--- config.mk ---
export PLATFORM = sky130hd
export DESIGN_NAME = issue_scoreboard_flat
export DESIGN_NICKNAME = d
export VERILOG_FILES = /design/src/rtl/issue_scoreboard_pkg.sv /design/src/rtl/issue_scoreboard_if.sv /design/src/rtl/issue_scoreboard_counter_bank.sv /design/src/rtl/issue_scoreboard.sv /design/src/flat_wrapper.sv
export SDC_FILE = /design/constraint.sdc
export NUM_CORES = 1
export LEC_CHECK = 0
export CORE_MARGIN = 3
export CORE_UTILIZATION = 30
export DETAILED_ROUTE_END_ITERATION = 12
export HOLD_SLACK_MARGIN = 0.12
export SLEW_MARGIN = 25
export SYNTH_ARGS = -nofsm -noshare
export SYNTH_HDL_FRONTEND = slang
export SYNTH_SLANG_ARGS = --single-unit
--- constraint.sdc ---
create_clock -name clk -period 5.1 [get_ports clk]
set_input_delay 1.02 -clock clk [delete_from_list [all_inputs] [get_ports clk]]
set_output_delay 1.02 -clock clk [all_outputs]
set_load 0.02 [all_outputs]
--- src/rtl/issue_scoreboard_pkg.sv ---
// Shared types and constants for the issue scoreboard.
// Optional same-cycle writeback bypass is enabled with SB_WB_BYPASS_EN.
`ifndef ISSUE_SCOREBOARD_DEFS
`define ISSUE_SCOREBOARD_DEFS
`define REG_ADDR_BUS 4:0
`endif

package issue_scoreboard_pkg;

  localparam int REG_NUM    = 32;
  localparam int REG_ADDR_W = 5;
  localparam int TOT_W      = 4;

  typedef enum logic {
    SB_ST_RUN   = 1'b0,
    SB_ST_DRAIN = 1'b1
  } sb_state_e;

endpackage

--- src/rtl/issue_scoreboard_if.sv ---
// idu/exu/writeback signal bundle seen by the issue scoreboard.
// The scoreboard side is the slave; the idu/exu side is the master.
interface issue_scoreboard_if;

  logic                dec_valid_i;
  logic [`REG_ADDR_BUS] rs1_addr_i;
  logic                rs1_re_i;
  logic [`REG_ADDR_BUS] rs2_addr_i;
  logic                rs2_re_i;
  logic [`REG_ADDR_BUS] rd_addr_i;
  logic                rd_we_i;
  logic                exu_ready_i;
  logic                wb_valid_i;
  logic [`REG_ADDR_BUS] wb_addr_i;
  logic                flush_i;
  logic                issue_o;
  logic                stall_o;
  logic                drain_o;
  logic                busy_o;
  logic [3:0]          outstanding_o;
  logic                sb_err_o;

  modport slave (
    input  dec_valid_i, rs1_addr_i, rs1_re_i,
    input  rs2_addr_i, rs2_re_i, rd_addr_i,
    input  rd_we_i, exu_ready_i, wb_valid_i,
    input  wb_addr_i, flush_i,
    output issue_o, stall_o, drain_o,
    output busy_o, outstanding_o, sb_err_o
  );

  modport master (
    output dec_valid_i, rs1_addr_i, rs1_re_i,
    output rs2_addr_i, rs2_re_i, rd_addr_i,
    output rd_we_i, exu_ready_i, wb_valid_i,
    output wb_addr_i, flush_i,
    input  issue_o, stall_o, drain_o,
    input  busy_o, outstanding_o, sb_err_o
  );

endinterface

--- src/rtl/issue_scoreboard_counter_bank.sv ---
// Per-register pending-write counters for x1..x31 (x0 untracked).
// SB_WB_BYPASS_EN adds a "exactly one pending" flag per register.
module sb_counter_bank
  import issue_scoreboard_pkg::*;
#(
  parameter int CNT_W = 2
) (
  input  logic                clk,
  input  logic                rst_n,
  input  logic                inc_en_i,
  input  logic [`REG_ADDR_BUS] inc_addr_i,
  input  logic                dec_en_i,
  input  logic [`REG_ADDR_BUS] dec_addr_i,
`ifdef SB_WB_BYPASS_EN
  output logic [REG_NUM-1:0]  one_o,
`endif
  output logic [REG_NUM-1:0]  zero_o,
  output logic [REG_NUM-1:0]  sat_o
);

  localparam logic [CNT_W-1:0] One = CNT_W'(1);

  assign zero_o[0] = 1'b1;
  assign sat_o[0]  = 1'b0;
`ifdef SB_WB_BYPASS_EN
  assign one_o[0]  = 1'b0;
`endif

  for (genvar i = 1; i < REG_NUM; i++) begin : g_reg
    localparam logic [REG_ADDR_W-1:0] Idx = REG_ADDR_W'(i);
    logic [CNT_W-1:0] cnt_q, cnt_d;
    logic inc, dec;

    assign inc = inc_en_i & (inc_addr_i == Idx);
    assign dec = dec_en_i & (dec_addr_i == Idx);

    // Coincident inc and dec cancel out.
    always_comb begin
      cnt_d = cnt_q;
      if (inc & ~dec)
        cnt_d = cnt_q + One;
      else if (dec & ~inc)
        cnt_d = cnt_q - One;
    end

    always_ff @(posedge clk or negedge rst_n) begin
      if (!rst_n)
        cnt_q <= '0;
      else
        cnt_q <= cnt_d;
    end

    assign zero_o[i] = (cnt_q == '0);
    assign sat_o[i]  = &cnt_q;
`ifdef SB_WB_BYPASS_EN
    assign one_o[i]  = (cnt_q == One);
`endif
  end

endmodule

--- src/rtl/issue_scoreboard.sv ---
// Issue gate between idu and exu: RAW/capacity checks plus flush drain.
// Build with SB_WB_BYPASS_EN to let a retiring write clear a hazard.
module issue_scoreboard
  import issue_scoreboard_pkg::*;
#(
  parameter int MAX_OUTSTANDING = 4,
  parameter int CNT_W           = 2
) (
  input logic               clk,
  input logic               rst_n,
  issue_scoreboard_if.slave sb_if
);

  localparam logic [TOT_W-1:0] MaxOut = TOT_W'(MAX_OUTSTANDING);

  logic [REG_NUM-1:0] zero, sat;
  sb_state_e          state_q;
  logic [TOT_W-1:0]   total_q, total_d;
  logic               err_q;
  logic               run, by1, by2, hz1, hz2, raw;
  logic               full, rd_sat, issue;
  logic               inc_en, dec_en, err_set, wb_nz;

`ifdef SB_WB_BYPASS_EN
  logic [REG_NUM-1:0] one;
`endif

  sb_counter_bank #(.CNT_W(CNT_W)) u_bank (
    .clk        (clk),
    .rst_n      (rst_n),
    .inc_en_i   (inc_en),
    .inc_addr_i (sb_if.rd_addr_i),
    .dec_en_i   (dec_en),
    .dec_addr_i (sb_if.wb_addr_i),
`ifdef SB_WB_BYPASS_EN
    .one_o      (one),
`endif
    .zero_o     (zero),
    .sat_o      (sat)
  );

  assign run = (state_q == SB_ST_RUN);

`ifdef SB_WB_BYPASS_EN
  assign by1 = run & sb_if.wb_valid_i
             & (sb_if.wb_addr_i == sb_if.rs1_addr_i)
             & one[sb_if.rs1_addr_i];
  assign by2 = run & sb_if.wb_valid_i
             & (sb_if.wb_addr_i == sb_if.rs2_addr_i)
             & one[sb_if.rs2_addr_i];
`else
  assign by1 = 1'b0;
  assign by2 = 1'b0;
`endif

  assign hz1 = sb_if.rs1_re_i & ~zero[sb_if.rs1_addr_i] & ~by1;
  assign hz2 = sb_if.rs2_re_i & ~zero[sb_if.rs2_addr_i] & ~by2;
  assign raw = hz1 | hz2;

  assign full   = (total_q == MaxOut);
  assign rd_sat = sat[sb_if.rd_addr_i];

  assign issue = run & sb_if.dec_valid_i & sb_if.exu_ready_i
               & ~raw & ~sb_if.flush_i
               & ~(sb_if.rd_we_i & (full | rd_sat));

  assign wb_nz   = sb_if.wb_valid_i & (sb_if.wb_addr_i != '0);
  assign inc_en  = issue & sb_if.rd_we_i & (sb_if.rd_addr_i != '0);
  assign dec_en  = wb_nz & ~zero[sb_if.wb_addr_i];
  assign err_set = wb_nz & zero[sb_if.wb_addr_i];

  assign total_d = total_q + TOT_W'(inc_en) - TOT_W'(dec_en);

  always_ff @(posedge clk or negedge rst_n) begin
    if (!rst_n) begin
      state_q <= SB_ST_RUN;
      total_q <= '0;
      err_q   <= 1'b0;
    end else begin
      total_q <= total_d;
      if (err_set)
        err_q <= 1'b1;
      unique case (state_q)
        SB_ST_RUN:
          if (sb_if.flush_i && total_d != '0)
            state_q <= SB_ST_DRAIN;
        SB_ST_DRAIN:
          if (total_d == '0)
            state_q <= SB_ST_RUN;
        default: state_q <= SB_ST_RUN;
      endcase
    end
  end

  assign sb_if.issue_o       = issue;
  assign sb_if.stall_o       = sb_if.dec_valid_i & ~issue;
  assign sb_if.drain_o       = (state_q == SB_ST_DRAIN);
  assign sb_if.busy_o        = (total_q != '0);
  assign sb_if.outstanding_o = total_q;
  assign sb_if.sb_err_o      = err_q;

endmodule

--- src/flat_wrapper.sv ---
// flat-port wrapper written by rule: the top's interface ports become plain ports
module issue_scoreboard_flat import issue_scoreboard_pkg::*;
#(
  parameter int MAX_OUTSTANDING = 4,
  parameter int CNT_W           = 2
)
  (clk, rst_n, sb_if_dec_valid_i, sb_if_rs1_addr_i, sb_if_rs1_re_i, sb_if_rs2_addr_i, sb_if_rs2_re_i, sb_if_rd_addr_i, sb_if_rd_we_i, sb_if_exu_ready_i, sb_if_wb_valid_i, sb_if_wb_addr_i, sb_if_flush_i, sb_if_issue_o, sb_if_stall_o, sb_if_drain_o, sb_if_busy_o, sb_if_outstanding_o, sb_if_sb_err_o);
  issue_scoreboard_if sb_if_i ();
  input logic clk;
  input logic rst_n;
  input wire logic [$bits(sb_if_i.dec_valid_i)-1:0] sb_if_dec_valid_i;
  input wire logic [$bits(sb_if_i.rs1_addr_i)-1:0] sb_if_rs1_addr_i;
  input wire logic [$bits(sb_if_i.rs1_re_i)-1:0] sb_if_rs1_re_i;
  input wire logic [$bits(sb_if_i.rs2_addr_i)-1:0] sb_if_rs2_addr_i;
  input wire logic [$bits(sb_if_i.rs2_re_i)-1:0] sb_if_rs2_re_i;
  input wire logic [$bits(sb_if_i.rd_addr_i)-1:0] sb_if_rd_addr_i;
  input wire logic [$bits(sb_if_i.rd_we_i)-1:0] sb_if_rd_we_i;
  input wire logic [$bits(sb_if_i.exu_ready_i)-1:0] sb_if_exu_ready_i;
  input wire logic [$bits(sb_if_i.wb_valid_i)-1:0] sb_if_wb_valid_i;
  input wire logic [$bits(sb_if_i.wb_addr_i)-1:0] sb_if_wb_addr_i;
  input wire logic [$bits(sb_if_i.flush_i)-1:0] sb_if_flush_i;
  output wire logic [$bits(sb_if_i.issue_o)-1:0] sb_if_issue_o;
  output wire logic [$bits(sb_if_i.stall_o)-1:0] sb_if_stall_o;
  output wire logic [$bits(sb_if_i.drain_o)-1:0] sb_if_drain_o;
  output wire logic [$bits(sb_if_i.busy_o)-1:0] sb_if_busy_o;
  output wire logic [$bits(sb_if_i.outstanding_o)-1:0] sb_if_outstanding_o;
  output wire logic [$bits(sb_if_i.sb_err_o)-1:0] sb_if_sb_err_o;
  assign sb_if_i.dec_valid_i = sb_if_dec_valid_i;
  assign sb_if_i.rs1_addr_i = sb_if_rs1_addr_i;
  assign sb_if_i.rs1_re_i = sb_if_rs1_re_i;
  assign sb_if_i.rs2_addr_i = sb_if_rs2_addr_i;
  assign sb_if_i.rs2_re_i = sb_if_rs2_re_i;
  assign sb_if_i.rd_addr_i = sb_if_rd_addr_i;
  assign sb_if_i.rd_we_i = sb_if_rd_we_i;
  assign sb_if_i.exu_ready_i = sb_if_exu_ready_i;
  assign sb_if_i.wb_valid_i = sb_if_wb_valid_i;
  assign sb_if_i.wb_addr_i = sb_if_wb_addr_i;
  assign sb_if_i.flush_i = sb_if_flush_i;
  assign sb_if_issue_o = sb_if_i.issue_o;
  assign sb_if_stall_o = sb_if_i.stall_o;
  assign sb_if_drain_o = sb_if_i.drain_o;
  assign sb_if_busy_o = sb_if_i.busy_o;
  assign sb_if_outstanding_o = sb_if_i.outstanding_o;
  assign sb_if_sb_err_o = sb_if_i.sb_err_o;
  issue_scoreboard #(.MAX_OUTSTANDING(MAX_OUTSTANDING), .CNT_W(CNT_W)) u_core (.clk(clk), .rst_n(rst_n), .sb_if(sb_if_i));
endmodule
Word level (Yosys, flattened, before mapping). Index checks and enable logic that the tools add are counted.

Add/subtract/negate cells: 64. $mul: 0. Divide/modulo/power cells: 0. $lt $le $gt $ge: 4. Equal/unequal tests: 63. Shift operators: 0. Mux-type cells: 73. Bitwise gates (word level): 210. Reductions and logical operators: 99.

Operator list (number): 5-bit equality test, second input constant (32); 1-bit AND (138); 2-bit two-way mux (62); 5-bit by 4-bit equality test with 1-bit output, second input constant (16); 1-bit NOT (70); 2-bit by 1-bit adder with 2-bit output, second input constant (31); 2-bit logical NOT (31); 2-bit AND reduction (31); 2-bit nonzero test (31); 2-bit by 1-bit subtractor with 2-bit output, second input constant (31); 5-bit by 3-bit equality test with 1-bit output, second input constant (8); 5-bit by 6-bit less-than comparator with 1-bit output, second input constant (4); 1-bit binary-select mux with 5-bit select (4); 5-bit by 2-bit equality test with 1-bit output, second input constant (4); 5-bit by 1-bit equality test with 1-bit output, second input constant (2); 5-bit nonzero test (2); 4-bit nonzero test (2); 1-bit two-way mux (6); 4-bit by 1-bit adder with 4-bit output (1); 4-bit by 3-bit equality test with 1-bit output, second input constant (1); 4-bit logical NOT (1); 4-bit by 1-bit subtractor with 4-bit output (1); 1-bit OR (2); 1-bit one-hot mux with 2 select lines (1); 1-bit logical AND (1).

Flip-flop bits (word level): 68. Latch bits: 0. Memory bits (writable): 0. ROM bits: 0. Input bits: 29. Output and inout port bits: 9. Logic and storage cells: 547. Memories kept: 0.

Longest topological paths before layout. Gate-level depths: netlist (run 1).

Depth in word-level cells: 18. Depth in mapped cells: 16. Depth with buffers taken out: 14.

Hierarchy. Synthesis (run 1) repeated with hierarchy kept, for this count alone.

Cell total of the unflattened synthesis: 509. Area, all modules: 5159.9 um^2.

By module, submodules not included: sb_counter_bank (times used 1, cells each 384, area each 3658.5 um^2, sequential area each 1551.5 um^2); issue_scoreboard (times used 1, cells each 125, area each 1501.4 um^2, sequential area each 150.1 um^2).

Worst setup path after synthesis (run 1). Ideal clock, no wire load.

Kind: input to register. Start: input port sb_if_wb_addr_i[1]. End: register u_core.state_q (netlist: u_core.sb_if.drain_o). Library setup time: 0.125 ns. Data arrival time: 3.850 ns. Required time: 4.975 ns. Path slack: 1.124 ns. Stages: 14. Path buffers: 1. Cell sequence: clkbuf_1 -> mux4_2 -> a221oi_1 -> o21ai_0 -> o22ai_1 -> and2_1 -> ha_1 -> inv_1 -> ha_1 -> inv_1 -> fa_1 -> inv_1 -> nor4_1 -> nor2_1.

Cells in the longest elaborated chain, start to end: 9. Elaborated cells on any way between the ends: 13. Those cells by class: 1 x add/sub; 5 x mux; 3 x bitwise; 4 x reduce/logical.

RTL lines: from (decl) (line flat_wrapper.sv:20) `input wire logic [$bits(sb_if_i.wb_addr_i)-1:0] sb_if_wb_addr_i;`; 1-bit binary-select mux with 5-bit select (line issue_scoreboard.sv:69) `assign dec_en = wb_nz & ~zero[sb_if.wb_addr_i];`; 1-bit two-way mux (implied by the code) (line issue_scoreboard.sv:69); 1-bit NOT (line issue_scoreboard.sv:69); 1-bit AND (*) (line issue_scoreboard.sv:69); 4-bit by 1-bit subtractor with 4-bit output (*) (line issue_scoreboard.sv:72) `assign total_d = total_q + TOT_W'(inc_en) - TOT_W'(dec_en);`; named net u_core.total_d[1] (line issue_scoreboard.sv:18) `logic [TOT_W-1:0] total_q, total_d;`; 4-bit nonzero test (line issue_scoreboard.sv:85) `if (sb_if.flush_i && total_d != '0)`; 1-bit logical AND (line issue_scoreboard.sv:85); 1-bit two-way mux (line issue_scoreboard.sv:85); 1-bit one-hot mux with 2 select lines (*) (line issue_scoreboard.sv:83) `unique case (state_q)`; to (signal assigned) (line issue_scoreboard.sv:86) `state_q <= SB_ST_DRAIN;`; to (signal assigned) (line issue_scoreboard.sv:89) `state_q <= SB_ST_RUN;`; to (signal assigned) (line issue_scoreboard.sv:90) `default: state_q <= SB_ST_RUN;`; to (decl) (line issue_scoreboard.sv:17) `sb_state_e state_q;`.

Mark *: on every way through the listed nets, which the timed path passes. The rest lies on a longest branch. The select of a mux whose other input is x is not followed. A chain may end at the register's enable or synchronous reset.

Worst setup path after layout (run 1).
Start: input port sb_if_rs1_addr_i[2]. End: output port sb_if_stall_o.

Cells in the longest elaborated chain, start to end: 11.

RTL lines: from (decl) (line flat_wrapper.sv:12) `input wire logic [$bits(sb_if_i.rs1_addr_i)-1:0] sb_if_rs1_addr_i;`; 1-bit binary-select mux with 5-bit select (line issue_scoreboard.sv:56) `assign hz1 = sb_if.rs1_re_i & ~zero[sb_if.rs1_addr_i] & ~by1;`; 1-bit two-way mux (implied by the code) (line issue_scoreboard.sv:56); 1-bit NOT (line issue_scoreboard.sv:56); 1-bit AND (line issue_scoreboard.sv:56); 1-bit OR (line issue_scoreboard.sv:58) `assign raw = hz1 | hz2;`; 1-bit NOT (line issue_scoreboard.sv:64) `& ~raw & ~sb_if.flush_i`; 1-bit AND (2 in a row) (line issue_scoreboard.sv:64); 1-bit AND (line issue_scoreboard.sv:65) `& ~(sb_if.rd_we_i & (full | rd_sat));`; 1-bit NOT (line issue_scoreboard.sv:96) `assign sb_if.stall_o = sb_if.dec_valid_i & ~issue;`; 1-bit AND (line issue_scoreboard.sv:96); to (decl) (line flat_wrapper.sv:23) `output wire logic [$bits(sb_if_i.stall_o)-1:0] sb_if_stall_o;`.

Every way passes these cells. The select of a mux whose other input is x is not followed.

==> results of run 1 <==
[layout make-up]
| class | count | area [sq um] |
|---|---|---|
| well taps | 229 | 287 |
| repair buffers | 77 | 718 |
| clock buffers | 13 | 250 |
| inverters | 18 | 67.6 |
| multi-input cells | 467 | 3740 |
| fillers | 1844 | 11500 |
| flip-flops and latches | 68 | 1700 |
| clock inverters | 2 | 35.0 |
[cells by family (layout without fill, tap and decap cells)]
logic type / after synthesis / count (layout) / share of synthesized area
buffers and inverters: 53 / 110 / 0.0496
XOR/XNOR: 95 / 95 / 0.146
AND/OR/NAND/NOR: 255 / 255 / 0.269
multiplexers: 24 / 24 / 0.0854
flip-flops: 68 / 68 / 0.299
adder cells (fa/ha/maj): 38 / 38 / 0.0848
AO/OA/AOI/OAI: 55 / 55 / 0.0659
[routing by layer]
layer | vias up | track usage | routed length [um]
met5 | - | 0 | 0
met2 | 190 | 0.235 | 6850
met4 | 0 | 0.0600 | 367
met3 | 31 | 0.0396 | 1340
li1 | 2225 | - | -
met1 | 2321 | 0.244 | 7800
[cell usage in the layout (no fill, tap or decap), types with 4 or more instances in the layout]
cell / n
xor2_1: 63
nor4_1: 12
buf_4: 36
nor4_2: 27
mux4_2: 13
dfrtp_1: 68
xnor2_1: 32
o21ai_0: 11
ha_1: 37
a211o_1: 4
nand2_1: 42
and2_1: 9
nor3_1: 9
clkdlybuf4s50_1: 36
a31oi_1: 4
mux2i_1: 4
inv_1: 18
mux4_1: 5
nor3b_1: 5
nand4_1: 13
a21oi_1: 11
clkbuf_16: 9
nor2b_1: 9
nand3b_1: 4
nand3_1: 32
nor2_1: 69
[worst max path at each step]
stage / startpoint / to / slack [ns] / depth (start not counted)
detailed placement: sb_if_rd_addr_i[1] / sb_if_stall_o / 0.1 / 9
finish: sb_if_rs1_addr_i[2] / sb_if_stall_o / 0.11 / 8
CTS: sb_if_rd_addr_i[1] / sb_if_stall_o / 0.08 / 9
global route: sb_if_rd_addr_i[0] / sb_if_stall_o / 0.04 / 8
floorplan: sb_if_wb_addr_i[1] / u_core.sb_if.drain_o$_DFF_PN0_ / 1.12 / 14
global placement: sb_if_rs1_addr_i[2] / sb_if_stall_o / 0.15 / 8
[sequential cells by signal, summed over array words and instances (netlist names)]
name / flops
u_core.u_bank.g.cnt_q: 62
u_core.sb_if.outstanding_o: 4
u_core.sb_if.drain_o: 1
u_core.sb_if.sb_err_o: 1
[worst reg2reg max path, cell delays in order, from the launching register on]
cell	delay, ns
dfrtp_1	0.50
nor2_1	0.10
mux4_2	0.48
a221oi_1	0.27
o21ai_0	0.25
o22ai_1	0.29
and2_1	0.23
ha_1	0.25
inv_1	0.06
ha_1	0.15
inv_1	0.05
fa_1	0.47
inv_1	0.05
nor4_1	0.33
nor2_1	0.08
[power by group through the flow]
| stage | registers (mW) | clock network (mW) | logic (mW) |
|---|---|---|---|
| finish | 0.835 | 0.622 | 0.766 |
| global route | 0.852 | 0.661 | 0.839 |
| CTS | 0.832 | 0.638 | 0.764 |
| detailed placement | 0.839 | 0 | 0.759 |
| global placement | 0.841 | 0 | 0.749 |
| floorplan | 0.805 | 0 | 0.517 |
==> impl_metrics.yaml, run 1 <==
setup_path:
  cp.buffers_inverters: 2
  path_common_cell: "clkdlybuf4s50_1"
  crit_path_end_kind: "output pin"
  cp-start-kind: "input port"
  path_cells: "clkdlybuf4s50_1 -> nor3_1 -> a21oi_1 -> mux4_2 -> and4b_1 -> a221o_2 -> o31a_2 -> clkdlybuf4s50_1"
  rr_worst_depth: 14
  critPathMaxStageDelay_ns: 0.58
  r2r_end: "u_core.sb_if.drain_o$_DFF_PN0_"
  rrSetupSlack_ns: 1.42
  arrival_ns: 3.97
  cp.required_ns: 4.08
  slowest_stage: "clkdlybuf4s50_1"
  reg2reg_from: "u_core.u_bank.g_reg[10].cnt_q[0]$_DFFE_PN0P_"
  path_max_fanout: 9
  crit_type: "input port to output pin"
  cpLargestDelayFamily: "buffers and inverters"
finish:
  utilization: 0.371
  drive_above_1_share: 0.163
  final_area_sq_um: 6800
  stdcell_count: 874
  synthToLayoutAreaGrowth_pct: 19.3
  nets: 708
  diodes: 0
cts:
  cts_setup_buffers: 0
  cts_buffers: 9
  cts-hold-fix-buffers: 0
  worstSkewPairLatency_ns: 0.35
  tritoncts: "done"
  root_buffer: "clkbuf_16"
  clkSlewWorstSetupHoldPaths_ns: 0.05
  cts_resized: 0
  cts.sinks: 68
  htreeDepth: 3
  clockBufferDepth: 2
power_and_ir_drop:
  switchingPower_mw: 0.820
  clock_power_share: 0.280
  ir_worst_vdd_uv: 218
  power_density_nw_per_um2: 327
  power_frac_comb: 0.345
  power.leakage_nw: 2.93
  switching_share: 0.369
  power_mw: 2.22
  intPower_mw: 1.40
  pwr-share-seq: 0.376
place:
  portBuffers: 37
  placed_area_sq_um: 6500
  gp_congestion: 0.958
  hpwl_um: 12800
  dp_cells: 859
  place_ws_ns: 0.0984
sta:
  holdWs_ns: 0.476
  worst_pin_slew_ns: 0.872
  relSlewSlack: 0.419
  layout_min_cycle_time_ns: 4.99
  timing.final.crit_share: 0.978
  hold_viol_final: 0
  grt_setup_unrepaired: "false"
  finalWorstSetupSlack_ns: 0.110
  skew_ns: 0.00904
  clock.fmax_mhz: 200
  slew_violations: 0
  finalSetupViolations: 0
  fin_tns_setup_ns: 0
floorplanning:
  dieArea_sq_um: 20700
  core_area_sq_um: 18300
  ios: 38
  start_util: 0.311
  die_w_um: 144
  fp-row-count: 49
  fp.dieH_um: 144
route:
  dr.pass1.iters: 5
  vias: 4767
  final_antenna_net_count: 0
  drcViolationCount: 0
  drtIter0Drc: 450
  via_per_inst: 5.45
  drt_wl_total_um: 16400
  wl_per_cell_um: 18.7
grt:
  grt_pass1_wl_um: 26000
  grt_max_degree: 39
  grt-ovfl-total: 0
  grt_usage: 0.166
  grt_pass1_vias: 4601
  antenna_found_initial: 0
synth:
  yosysTopAreaCellShare: 0.299
  ys.flop_type: "dfrtp_1"
  yosysTopAreaCell: "dfrtp_1"
  async_flop_share: 1.00
  ys_top_cells_by_area: "dfrtp_1, xor2_1, ha_1"
  synth-edff-count: 0
  synth_cells: 588
  syn_nets: 655
  synth-seq-cells: 68
  synth_common_cells: "nor2_1, dfrtp_1, xor2_1, nand2_1, ha_1"
  synth_warnings: 0
  netlist_area_sq_um: 5700
  synth.most_common_cell: "nor2_1"
  synth_area_per_cell_sq_um: 9.69
  synth_cell_types: 58
  ys_seq_area_frac: 0.299
outcome:
  outcome: "complete, no violations"
hold_path:
  hp-class: "flip-flop to flip-flop"
  min_from: "u_core.sb_if.sb_err_o$_DFFE_PN0P_"
  whs_path_depth: 1
  hold_end: "u_core.sb_if.sb_err_o$_DFFE_PN0P_"
flow_run:
  drv_cap: 0
Note: power is estimated with default switching activity, not from simulation.
==> run 2, diff against run 1 <==
- CAP_MARGIN: not set -> 20
- CTS_CLUSTER_DIAMETER: not set -> 200
==> results of run 2 <==
Same layout as run 1: the final DEF is identical, and so are final timing and power.
